### src/rtl/supersaw_tdm.sv
// Supersaw oscillator: VOICES detuned sawtooth phase accumulators summed into
// one unsigned sample per accepted sample_tick, using a single shared adder
// stepped across the voices one per clock.
module supersaw_tdm #(
    parameter int VOICES   = 8,
    parameter int ACC_W    = 32,
    parameter int SAW_W    = 11,
    parameter int OUT_W    = 16,
    parameter int BASE_INC = 50000
) (
    input  logic             clk,
    input  logic             reset,
    input  logic             sample_tick,
    input  logic [15:0]      pitch,
    input  logic [7:0]       detune,
    input  logic             sync,
    output logic [OUT_W-1:0] audio_out,
    output logic             audio_valid,
    output logic             busy,
    output logic             overrun
);

    localparam int IDX_W = $clog2(VOICES);
    localparam int SUM_W = SAW_W + IDX_W;
    localparam int PAD_W = OUT_W - SUM_W;
    localparam logic [IDX_W-1:0] LAST_IDX = IDX_W'(VOICES - 1);

    // state   | meaning
    // S_IDLE  | waiting for sample_tick
    // S_RUN   | one voice updated and accumulated per cycle
    // S_DONE  | publish the sum, strobe audio_valid; accepts a new tick
    typedef enum logic [1:0] {
        S_IDLE = 2'd0,
        S_RUN  = 2'd1,
        S_DONE = 2'd2
    } state_t;

    state_t             state_q, state_d;
    logic [IDX_W-1:0]   idx_q, idx_d;
    logic [ACC_W-1:0]   base_inc_q, base_inc_d;
    logic [ACC_W-1:0]   step_q, step_d;
    logic [ACC_W-1:0]   spread_q, spread_d;
    logic               sync_q, sync_d;
    logic [SUM_W-1:0]   sum_q, sum_d;
    logic [OUT_W-1:0]   audio_out_q, audio_out_d;
    logic               valid_q, valid_d;
    logic               overrun_q, overrun_d;

    logic [ACC_W-1:0]   phase_q [VOICES];
    logic               phase_we;
    logic [ACC_W-1:0]   phase_rd;
    logic [ACC_W-1:0]   inc;
    logic [ACC_W-1:0]   phase_new;
    logic [SAW_W-1:0]   saw;
    logic               accept;

    // Next-state, shared adder datapath and output staging.
    // The per-voice detune term i*detune is built incrementally in spread_q so
    // no multiplier is needed.
    always_comb begin
        state_d     = state_q;
        idx_d       = idx_q;
        base_inc_d  = base_inc_q;
        step_d      = step_q;
        spread_d    = spread_q;
        sync_d      = sync_q;
        sum_d       = sum_q;
        audio_out_d = audio_out_q;
        valid_d     = 1'b0;
        overrun_d   = overrun_q;
        phase_we    = 1'b0;

        phase_rd  = phase_q[idx_q];
        inc       = base_inc_q + spread_q;
        phase_new = sync_q ? inc : (phase_rd + inc);
        saw       = phase_new[ACC_W-1 -: SAW_W];
        accept    = sample_tick && (state_q != S_RUN);

        case (state_q)
            S_RUN: begin
                phase_we = 1'b1;
                sum_d    = sum_q + SUM_W'(saw);
                idx_d    = idx_q + IDX_W'(1);
                spread_d = spread_q + step_q;
                if (idx_q == LAST_IDX) begin
                    state_d = S_DONE;
                end
                if (sample_tick) begin
                    overrun_d = 1'b1;
                end
            end
            S_DONE: begin
                audio_out_d = OUT_W'(sum_q) << PAD_W;
                valid_d     = 1'b1;
                state_d     = S_IDLE;
            end
            default: begin
                state_d = S_IDLE;
            end
        endcase

        // A tick in DONE starts the next sweep while the finished sum is
        // still being published from sum_q in the same cycle.
        if (accept) begin
            base_inc_d = ACC_W'({pitch, 8'd0}) + ACC_W'(BASE_INC);
            step_d     = ACC_W'({detune, 8'd0});
            spread_d   = '0;
            sync_d     = sync;
            sum_d      = '0;
            idx_d      = '0;
            state_d    = S_RUN;
        end
    end

    // Control and datapath registers.
    always_ff @(posedge clk) begin
        if (reset) begin
            state_q     <= S_IDLE;
            idx_q       <= '0;
            base_inc_q  <= '0;
            step_q      <= '0;
            spread_q    <= '0;
            sync_q      <= 1'b0;
            sum_q       <= '0;
            audio_out_q <= '0;
            valid_q     <= 1'b0;
            overrun_q   <= 1'b0;
        end else begin
            state_q     <= state_d;
            idx_q       <= idx_d;
            base_inc_q  <= base_inc_d;
            step_q      <= step_d;
            spread_q    <= spread_d;
            sync_q      <= sync_d;
            sum_q       <= sum_d;
            audio_out_q <= audio_out_d;
            valid_q     <= valid_d;
            overrun_q   <= overrun_d;
        end
    end

    // Phase storage: one read and one write per cycle; reset clears every
    // voice so an aborted sweep leaves no partial phases behind.
    always_ff @(posedge clk) begin
        if (reset) begin
            for (int i = 0; i < VOICES; i++) begin
                phase_q[i] <= '0;
            end
        end else if (phase_we) begin
            phase_q[idx_q] <= phase_new;
        end
    end

    assign audio_out   = audio_out_q;
    assign audio_valid = valid_q;
    assign busy        = (state_q == S_RUN);
    assign overrun     = overrun_q;

endmodule

### config.mk
export PLATFORM = sky130hd
export DESIGN_NAME = supersaw_tdm
export DESIGN_NICKNAME = d
export VERILOG_FILES = /design/src/rtl/supersaw_tdm.sv
export SDC_FILE = /design/constraint.sdc
export NUM_CORES = 1
export LEC_CHECK = 0
export BUFFER_PORTS_ARGS = -buffer_cell sky130_fd_sc_hd__buf_4
export CAP_MARGIN = 10
export CORE_MARGIN = 3
export CORE_UTILIZATION = 30
export CTS_CLUSTER_DIAMETER = 80
export DETAILED_ROUTE_END_ITERATION = 8
export SYNTH_ARGS = -nofsm -noshare
export SYNTH_HDL_FRONTEND = slang
export SYNTH_SLANG_ARGS = --single-unit
### constraint.sdc
create_clock -name clk -period 6.95 [get_ports clk]
set_input_delay 2.085 -clock clk [delete_from_list [all_inputs] [get_ports clk]]
set_output_delay 2.085 -clock clk [all_outputs]
set_load 0.02 [all_outputs]
# [After elaboration in Yosys (flattened, before gate mapping)]
# Memories as Yosys holds them, arrays and structs flattened. A register that Yosys moved wholly into a read port is not among the register bits.
# Index checks and enable logic that the tools add are counted.
[word_totals] register_bits=108 mem_bits_rw=256 input_bits=28 output_inout_bits=19 word_cells=45 n_memories=1
[mem_list] memory="phase_q" words=8 width=32 rd=1 rd_ports_with_merged_regs=1 wr=8 line="49" text="logic [ACC_W-1:0] phase_q [VOICES];"
[op_classes] addsub=6 eq_ne=5 n_mux=16 bitwise=1 reduce_logical=5
[ops] cell="$add A32 B32 Y32" count=2
[ops] cell="$mux W32" count=2
[ops] cell="$add A32 B16 Y32" count=1
[ops] cell="$reduce_or A32 Y1" count=1
[ops] cell="$add A24 B16 Y25 const B" count=1
[ops] cell="$add A14 B11 Y14" count=1
[ops] cell="$mux W1" count=11
[ops] cell="$mux W3" count=3
[ops] cell="$add A3 B1 Y3 const B" count=1
[ops] cell="$eq A3 B3 Y1 const B" count=1
[ops] cell="$ne A3 B1 Y1 const B" count=1
[ops] cell="$reduce_or A3 Y1" count=1
[ops] cell="$eq A2 B1 Y1 const B" count=1
[ops] cell="$eq A2 B2 Y1 const B" count=1
[ops] cell="$ne A2 B1 Y1 const B" count=1
[ops] cell="$reduce_and A2 Y1" count=1
[ops] cell="$reduce_or A2 Y1" count=1
[ops] cell="$logic_and A1 B1 Y1" count=1
[ops] cell="$not A1 Y1" count=1

# [Longest topological paths before layout]
# Gate-level depths: netlist of the first run.
[logic_depth] ltp_word=7 depth_mapped=28 depth_no_buf=28

# [Least setup slack after synthesis of the first run]
# No wires, ideal clock.
[synth_path] kind="register to register" start="register with a tool-made name" end="register sum_q[12]" t_arrival_ns=6.115 slack_ns=0.763 stages_incl_launch_ff=26 path_buffers=3 period_less_slack_ns=6.187 path_cell_list="dfxtp_1 > buf_2 > buf_1 > mux4_2 > mux2_2 > ha_1 > clkbuf_1 > a21o_1 > a21o_1 > a21o_1 > a221o_1 > a31oi_1 > o21ai_1 > xor2_1 > mux2i_1 > inv_2 > fa_1 > a21o_1 > a21oi_1 > o21bai_1 > a21oi_1 > o21ai_1 > a31oi_1 > nor2b_1 > o211ai_1 > mux2i_1"
[synth_lines] element="end signal: assignment" line="135" text="sum_q <= sum_d;"
[synth_lines] element="end: declaration" line="44" text="logic [SUM_W-1:0] sum_q, sum_d;"

# [Worst setup path in the final report of the first run]
[layout_path] start="register spread_q[9]" end="register sum_q[12]"
[layout_between] elab_chain_cells=4
[layout_rtl] element="start: declaration" line="42" text="logic [ACC_W-1:0] spread_q, spread_d;"
[layout_rtl] element="start signal: assignment" line="133" text="spread_q <= spread_d;"
[layout_rtl] element="$add A32 B32 Y32 *" line="74" text="inc = base_inc_q + spread_q;"
[layout_rtl] element="$add A32 B32 Y32" line="75" text="phase_new = sync_q ? inc : (phase_rd + inc);"
[layout_rtl] element="$mux W32 *" line="75"
[layout_rtl] element="net phase_new[21]" line="53" text="logic [ACC_W-1:0] phase_new;"
[layout_rtl] element="$add A14 B11 Y14 *" line="82" text="sum_d = sum_q + SUM_W'(saw);"
# The timed path passes the listed nets; every way through them passes the cells marked *.
# A chain may end at the register's enable or synchronous reset.

==> results, run 1 <==
- The region available for standard cell placement spans 53200 um2.
- The routed design uses 20300 um of met2 wire.
- The die boundary width is 239 um.
- The post-CTS clock slew at the launch and capture registers of the worst setup and hold paths is 0.06 ns.
- The start point of the worst hold path is audio_out[7].
- The starting density of the core is 0.307.
- The kind of path behind the tightest hold check is reg -> reg.
- For hold timing, the worst endpoint is audio_out[7].
- The share of total power dissipated in the clock network is 0.414.
- The total placed instance area is 17500 um2.
- Synthesis instantiated 70 different standard cells from the library.
- The count of buffers inserted at the top-level ports is 44.
- The total count of max-transition violations in the final report is 0.
- The overflow left after global routing is 0.
- After detailed routing, the wire length on met1 is 19200 um.
- The maximum operating frequency is 0.162 GHz.
- The net switching power is around 0.0012 W.
- The number of hold buffers added after CTS was 0.
- Across all register-to-register paths, the minimum setup slack is 0.79 ns.
- The worst reg2reg path depth is 26.
- The critical path is of the reg -> reg type.
- Of the total synthesized cell area, the portion taken by full adders, half adders and majority gates is 0.0581.
- For this run, the post-layout net count is 1635.
- Wires add up to 43000 um.
- From bottom edge to top edge, the die measures 239 um.
- The count of TritonRoute iterations in the first routing pass is 5.
- VDD sags by at most 0.000172 V.
- The routed layout has 11600 vias.
- The worst slew slack as a fraction of its limit is 0.353.
- Clock tree synthesis selected as its root buffer the cell sky130_fd_sc_hd__clkbuf_16.
- The share of synthesized registers carrying an async set or reset is 0.
- The number of enable flip-flop cells after synthesis is between 200 and 250.
- The first global-routing pass estimated around 67000 um of wire.
- 0 antenna diodes ended up in the layout.
- The post-synth design cell area is ~16000 um2.
- Of all nets on the critical path, the largest fanout is 9.
- The flow ran to the end, and the final reports show no timing, DRC or antenna violations.
- The starting DRC count in detailed routing is 940.
- The congestion estimate from routability-driven global placement came to 0.828.
- In the final timing run, aggregate negative setup slack is 0 ns.
- The share of the clock period used by the worst path after layout is 0.886.
- Data on the critical path is required at its endpoint by 7.41 ns.
- For the final database, setup skew stands at 0.0333 ns.
- The pin count of the biggest net entering global routing is 50.
- Of the total power, the share spent switching nets is 0.264.
- Summed over all cells, the static leakage comes to about 7.1 nW.
- Of the total power, registers draw 0.445.
- The met3 layer wire length in the routed design is ~2500 um.
- Of the total synthesized cell area, the portion taken by AND, OR, NAND and NOR gates is 0.138.
- The most used flip-flop cell after synthesis is sky130_fd_sc_hd__edfxtp_1.
- The transition time at the pin with the least slew margin is 0.968 ns.
- The worst setup slack after layout is 0.793 ns.
- The startpoint type of the worst setup path is a register.
- The post-detailed-route DRC marker count is 0.
- In this run, CTS created clock tree buffers numbering 37.
- The post-synthesis xor/xnor area fraction is 0.0429.
- The tree built by TritonCTS fans out to 313 sinks.
- The pre-CTS setup slack is 0.864 ns.
- The remaining number of nets flagged by the antenna check after routing is 0.
- Leaving out fill and tap cells, the most frequent cell in the layout is sky130_fd_sc_hd__nor2_1.
- The total of max-cap violations is 0.
- The topmost layer with routed signal wires is met4.
- The type of destination of the critical path is a register.
- The area added between synthesis and finish is 14.8%.
- The sum of net half-perimeters after detailed placement is 27500 um.
- Using the TritonRoute via totals, the vias-per-cell ratio works out to 5.16.
- The number of placement rows is 84.
- The I/O pin count is 47.
- The number of global-route vias before repair was 11600.
- For this run, the share of the core covered by cells in the final layout is 0.352.
- The number of instances in the synthesized netlist is 1492.
- Final hold analysis gives a worst-case slack of 0.459 ns.
- The post-cts resize count is 0.
- In this run the critical register-to-register path is captured at sum_q[12].
- Of the post-synthesis cell area, the part taken by muxes is 0.108.
- The clock tree from TritonCTS is built.
- Of the synthesized area, sequential elements account for 0.521.
- The finished cells cover 18700 um2.
- The proportion of layout cells with a drive suffix above 1 is 0.153.
- The fraction of the mapped netlist area in compound gates is 0.102.
- The post-CTS setup repair buffer count is 0.
- By area, the combinational part of the netlist is dominated by simple AND/OR/NAND/NOR gates.
- The ratio of total power to cell area is between 200 and 300 nW/um2.
- In this run the mean area of a mapped cell was 10.9 um2.
- The H-tree was split into 2 levels.
- The register bit total from synthesis is 313.
- The initial antenna violation count is 0.
- The number of instances on the worst hold path is 2.
- For this run, the total global-route usage over all layers was measured as 0.149.
- The internal power is 0.00349 W.
- Setup violations remaining at the end of the flow were counted as 0.
- The area enclosed by the die boundary is 57200 um2.
- The clock reaches the later pin of the worst-skew pair after 0.55 ns.
- For this run, the number of Yosys warnings is 0.
- The critical path arrival is 6.62 ns.
- The library cells used most frequently in the layout, excluding fill and tap cells, are sky130_fd_sc_hd__nor2_1 (301), sky130_fd_sc_hd__edfxtp_1 (224), sky130_fd_sc_hd__nand2_1 (132), sky130_fd_sc_hd__a21oi_1 (114), sky130_fd_sc_hd__dfxtp_1 (86).
- The combinational fraction of design power is 0.141.
- After detailed routing, the average wire length per cell comes to ~19 um.
- The final hold violation count came to 0.
- Setup repair after global routing left no endpoint under its margin.
- The startpoint of the worst register-to-register path is spread_q[9].
- The longest clock path from root to sink contains 3 buffers.
- The routed design could run at a clock period as short as 6.16 ns.
-- through the flow --
stage | std cells | power (W)
floorplan | 1493 | 0.00260
global placement | 2182 | 0.00280
detailed placement | 2182 | 0.00281
CTS | 2248 | 0.00477
global route | 2248 | 0.00492
finish | 2248 | 0.00474
-- cells in the mapped netlist (all sizes together) (8+ instances only) --
cell / n / area share
edfxtp: 224 / 0.41
a21o: 34 / 0.016
a211oi: 17 / 0.0078
mux4: 56 / 0.078
clkbuf: 65 / 0.015
o21bai: 12 / 0.0055
nor3: 9 / 0.0028
inv: 45 / 0.010
a31oi: 8 / 0.0040
nand2b: 14 / 0.0054
ha: 71 / 0.054
dfxtp: 89 / 0.11
buf: 15 / 0.0045
xnor2: 56 / 0.031
nand2: 134 / 0.031
xor2: 23 / 0.012
a21oi: 114 / 0.035
mux2i: 16 / 0.011
mux2: 27 / 0.019
or3: 13 / 0.0050
nand4: 17 / 0.0065
nand3: 17 / 0.0052
o21ai: 38 / 0.012
nor2: 301 / 0.069
-- power groups by stage --
stage	sequential [W]	combinational (W)	clock [W]
6_report	0.00211	0.000669	0.00196
5_1_grt	0.00212	0.000734	0.00207
4_1_cts	0.00211	0.000667	0.00200
3_5_place_dp	0.00215	0.000664	0
3_3_place_gp	0.00214	0.000652	0
2_1_floorplan	0.00213	0.000476	0
-- layout make-up --
type,instances,area (um2)
Clock buffer,47,993
Clock inverter,19,243
Fill cell,5196,34400
Inverter,45,169
Multi-Input combinational cell,1055,7330
Sequential cell,313,8510
Tap cell,688,861
Timing Repair Buffer,81,621
-- sequential cells by signal, indices dropped and copies added, names as in the netlist, named ones only --
name         cells
phase_q        224
base_inc_q      18
audio_valid      1
idx_q            3
step_q           8
sync_q           1
audio_out       14
overrun          1
sum_q           14
spread_q        24
state_q          2
-- worst max path at each step --
stage,startpoint,to,slack (ns)
after floorplan,register,sum_q[12],0.76
after CTS,spread_q[9],sum_q[12],0.81
final,spread_q[9],sum_q[12],0.79
after detailed placement,spread_q[9],sum_q[12],0.86
after global placement,register,sum_q[12],1.01
after global routing,spread_q[9],sum_q[12],0.10
-- cell families (layout without fill, tap and decap cells) --
logic type / count (synthesis) / after routing
mux: 99 / 99
fa+ha+maj: 74 / 74
flops: 313 / 313
compound gates: 266 / 266
other cells: 1 / 2
xor+xnor: 79 / 79
simple gates: 535 / 535
buf+inv: 125 / 192
-- metal layers --
metal  vias up  track usage
met1      5741        0.208
met5         -            0
met2       331        0.244
met4         0       0.0376
met3        63       0.0236
li1       5455            -
-- critical path, stage by stage (launching register included) --
cell and delay [ns]:
sky130_fd_sc_hd__dfxtp_1 0.43, sky130_fd_sc_hd__ha_1 0.29, sky130_fd_sc_hd__a211oi_1 0.29, sky130_fd_sc_hd__o21ai_1 0.17, sky130_fd_sc_hd__a211oi_1 0.52, sky130_fd_sc_hd__o31ai_1 0.22, sky130_fd_sc_hd__xor2_1 0.33, sky130_fd_sc_hd__ha_1 0.36
sky130_fd_sc_hd__a21o_1 0.20, sky130_fd_sc_hd__a21o_1 0.18, sky130_fd_sc_hd__a41oi_1 0.20, sky130_fd_sc_hd__o31a_1 0.23, sky130_fd_sc_hd__xnor2_1 0.08, sky130_fd_sc_hd__mux2i_1 0.13, sky130_fd_sc_hd__buf_4 0.18, sky130_fd_sc_hd__inv_2 0.05
sky130_fd_sc_hd__ha_1 0.20, sky130_fd_sc_hd__fa_1 0.41, sky130_fd_sc_hd__a21o_1 0.20, sky130_fd_sc_hd__a21oi_1 0.21, sky130_fd_sc_hd__o21bai_1 0.10, sky130_fd_sc_hd__a21oi_1 0.27, sky130_fd_sc_hd__o21ai_1 0.10, sky130_fd_sc_hd__a31oi_1 0.26
sky130_fd_sc_hd__nor2b_1 0.08, sky130_fd_sc_hd__o211ai_1 0.20, sky130_fd_sc_hd__mux2i_1 0.20
Power figures use the tool's default switching activity.
==> run 2: changes to the inputs <==
--- a/config.mk
+++ b/config.mk
@@ -11,6 +11,7 @@
 export CORE_UTILIZATION = 30
 export CTS_CLUSTER_DIAMETER = 80
 export DETAILED_ROUTE_END_ITERATION = 8
+export PLACE_DENSITY = 0.55
 export SYNTH_ARGS = -nofsm -noshare
 export SYNTH_HDL_FRONTEND = slang
 export SYNTH_SLANG_ARGS = --single-unit
==> run 2 against run 1 <==
Worst setup slack better by 0.025 ns; non-clock buffer count is 1 higher; clock-buffer cell count is 4 higher; via count is 1.4% lower; sequential share of layout area is 0.29 points higher; combinational power is 0.7% lower; largest cell class unchanged; largest power group unchanged.
==> results, run 2 (synthesis gave the netlist of run 1 again) <==
- The maximum operating frequency is 0.163 GHz.
- The final hold violation count is 0.
- Clock tree synthesis selected as its root buffer the cell sky130_fd_sc_hd__clkbuf_16.
- The startpoint type of the worst setup path is a register.
- Counting both buffers and inverters, the worst setup path holds a total of 2.
- Of the available clock period, the critical path in the final layout requires 0.882.
- The number of clock buffers added by TritonCTS is 37.
- The run finished with clean final reports.
- The critical path startpoint is spread_q[8].
- The sink count of the clock tree is between 300 and 400.
- The most frequent standard cell in the layout excluding fill and tap cells is sky130_fd_sc_hd__nor2_1.
- The largest registers in the layout are phase_q (224), spread_q (24), base_inc_q (18).
- Registers take 8510 um2.
- The initial antenna violation count was 1.
- The total count of max-transition violations in the final report was 0.
- The tightest min-delay check is of the reg -> reg type.
- The post-layout net count is 1636.
- Entering global routing, the biggest net connects 54 pins.
- Summing all multi-input logic gate instances after layout gives 7330 um2.
- The final critical-path required period is 6.13 ns.
- The routability congestion estimate from global placement is 0.867.
- The die boundary width is 239 um.
- The number of antenna diodes in the final layout is 0.
- In this run the most critical hold path is launched from audio_out[11].
- Setup repair after global routing left no endpoint under its margin.
- The initial utilization of the core area, before any placement, comes to 0.307.
- Buffers placed on the I/O ports in this run total 44.
- The final route contains 11400 vias.
- The post-detailed-route DRC marker count is 0.
- In this run the static leakage power is 7.02 nW.
- The library cells used most frequently in the layout, excluding fill and tap cells, are sky130_fd_sc_hd__nor2_1 (301), sky130_fd_sc_hd__edfxtp_1 (224), sky130_fd_sc_hd__nand2_1 (134), sky130_fd_sc_hd__a21oi_1 (114), sky130_fd_sc_hd__dfxtp_1 (86).
- The number of global-route vias before repair is approximately 12000.
- After detailed routing, the number of vias per cell comes to 5.08.
- STA puts the critical path data required time at 7.41 ns.
- In this run the remaining antenna-violating nets after routing total 0.
- For the worst setup path, the data arrival time is 6.60 ns.
- The worst setup slack after layout is roughly 0.82 ns.
- The total overflow left after global routing is 0.
- Dividing the detail-routed wire length by the instance count gives about 19 um.
- In the final layout, the share of cells above drive strength 1 is 0.154.
- At the pin with the least slew margin, the transition time is 0.965 ns.
- The total negative setup slack is 0 ns.
- The clock skew after layout is 0.0239 ns.
- Setup violations remaining at the end of the flow were counted as 0.
- The maximum level of the CTS H-tree is 2.
- The library cell contributing the largest single delay on the critical path is sky130_fd_sc_hd__mux2i_1.
- The count of hold-fix buffers inserted at cts is 0.
- After floorplanning, the core was sized to cover 53200 um2.
- The top register by number of flip-flops is phase_q.
- The clock tree from TritonCTS is built.
- The register with the most flip-flops in the layout has 224 of them.
- From synthesis to final layout, the design area changed by 14.1%.
- Once the clock tree was built, the resizer swapped 0 gates to a different size.
- STA classifies the critical path endpoint as a register.
- For this run, the total global-route usage over all layers was measured as 0.152.
- The starting DRC count in detailed routing is 897.
- The sum of routed wire length over all layers is 43500 um.
- Fill cells in the final layout number 5330.
- The first global-routing pass estimated 67800 um of wire.
- The first detailed-routing pass took 5 iterations.
- For this design the ratio of total power to cell area is 248 nW/um2.
- The die span in y is 239 um.
- Pin placement for this block handled 47 I/O pins.
- The worst slew slack as a fraction of its limit is 0.338.
- The number of placement rows is 84.
- The sum of net half-perimeters after detailed placement is about 28000 um.
- The startpoint of the worst register-to-register path is spread_q[8].
- The most frequent cell on the critical path is sky130_fd_sc_hd__o21ai_1.
- Broken down by cell family, the worst path's largest delay share belongs to compound AO/OA/AOI/OAI gates.
- The die covers 57200 um2.
- Timing analysis after detailed placement gives a worst setup slack of 0.844 ns.
- The clock passes through at most 3 buffers.
- Along the worst path, the maximum fanout reaches 9.
- The number of setup buffers added after CTS is 0.
- The worst setup path is of the reg -> reg kind.
- The worst IR drop on VDD is roughly 0.00017 V.
- Max-cap violations in this run came to 0.
- The largest single stage delay on the critical path is about 0.73 ns.
- At the later pin of the worst-skew pair, clock insertion delay measures 0.54 ns.
- The post-CTS clock slew at the launch and capture registers of the worst setup and hold paths is 0.06 ns.
run 2: cell types whose count changed in the layout (fill, tap and decap cells not counted), sizes merged:
cell / change
buf: +1
inv: +2
clkinv: -2
clkinvlp: +1
clkbuf: +4
bufinv: -4
run 2: per-layer routing:
| metal | part of all wire | track usage | vias up | wire length [um] |
|---|---|---|---|---|
| met5 | 0 | 0 | - | 0 |
| met4 | 0.022 | 0.0372 | 0 | 941 |
| met3 | 0.045 | 0.0225 | 73 | 1940 |
| met2 | 0.47 | 0.252 | 228 | 20500 |
| met1 | 0.46 | 0.211 | 5668 | 20100 |
| li1 | - | - | 5462 | - |
run 2: metrics by stage:
stage	total power [W]	std cells	utilization	instance area, um2	hold WS [ns]
floorplan	0.00260	1493	-	16300	0.436
global placement	0.00281	2183	0.329	17500	0.450
detailed placement	0.00282	2183	0.329	17500	0.450
CTS	0.00466	2250	0.350	18600	0.458
global route	0.00480	2250	0.350	18600	0.478
finish	0.00461	2250	0.350	18600	0.455
run 2: final timing paths:
check / cells after the start / endpoint / slack [ns]
max: 27 / sum_q[12] / 0.82
min: 2 / audio_out[11] / 0.46
max reg2reg: 27 / sum_q[12] / 0.82
min reg2reg: 2 / audio_out[11] / 0.46
run 2: worst reg2reg max path, delay by kind of cell (launching register included):
| kind | cells | cell delay (ns) |
|---|---|---|
| flip-flops | 1 | 0.34 |
| buffers and inverters | 2 | 0.11 |
| XOR/XNOR | 2 | 0.33 |
| AO/OA/AOI/OAI | 15 | 2.77 |
| multiplexers | 2 | 0.93 |
| adder cells (fa/ha/maj) | 4 | 1.32 |
| AND/OR/NAND/NOR | 2 | 0.27 |
run 2: area by class of cell:
| type | instances | share of cell area |
|---|---|---|
| Clock buffer | 51 | 0.0548 |
| Tap cell | 688 | 0.0462 |
| Clock inverter | 16 | 0.00578 |
| Sequential cell | 313 | 0.457 |
| Multi-Input combinational cell | 1055 | 0.394 |
| Timing Repair Buffer | 82 | 0.0331 |
| Inverter | 45 | 0.00907 |
run 2: power by group:
| part | internal [W] | leakage, nW | total [W] | switching [W] |
|---|---|---|---|---|
| Combinational | 0.000242 | 3.42 | 0.000664 | 0.000422 |
| Sequential | 0.00207 | 3.04 | 0.00211 | 0.0000416 |
| Clock | 0.00104 | 0.557 | 0.00184 | 0.000798 |
| Total | 0.00335 | 7.02 | 0.00461 | 0.00126 |
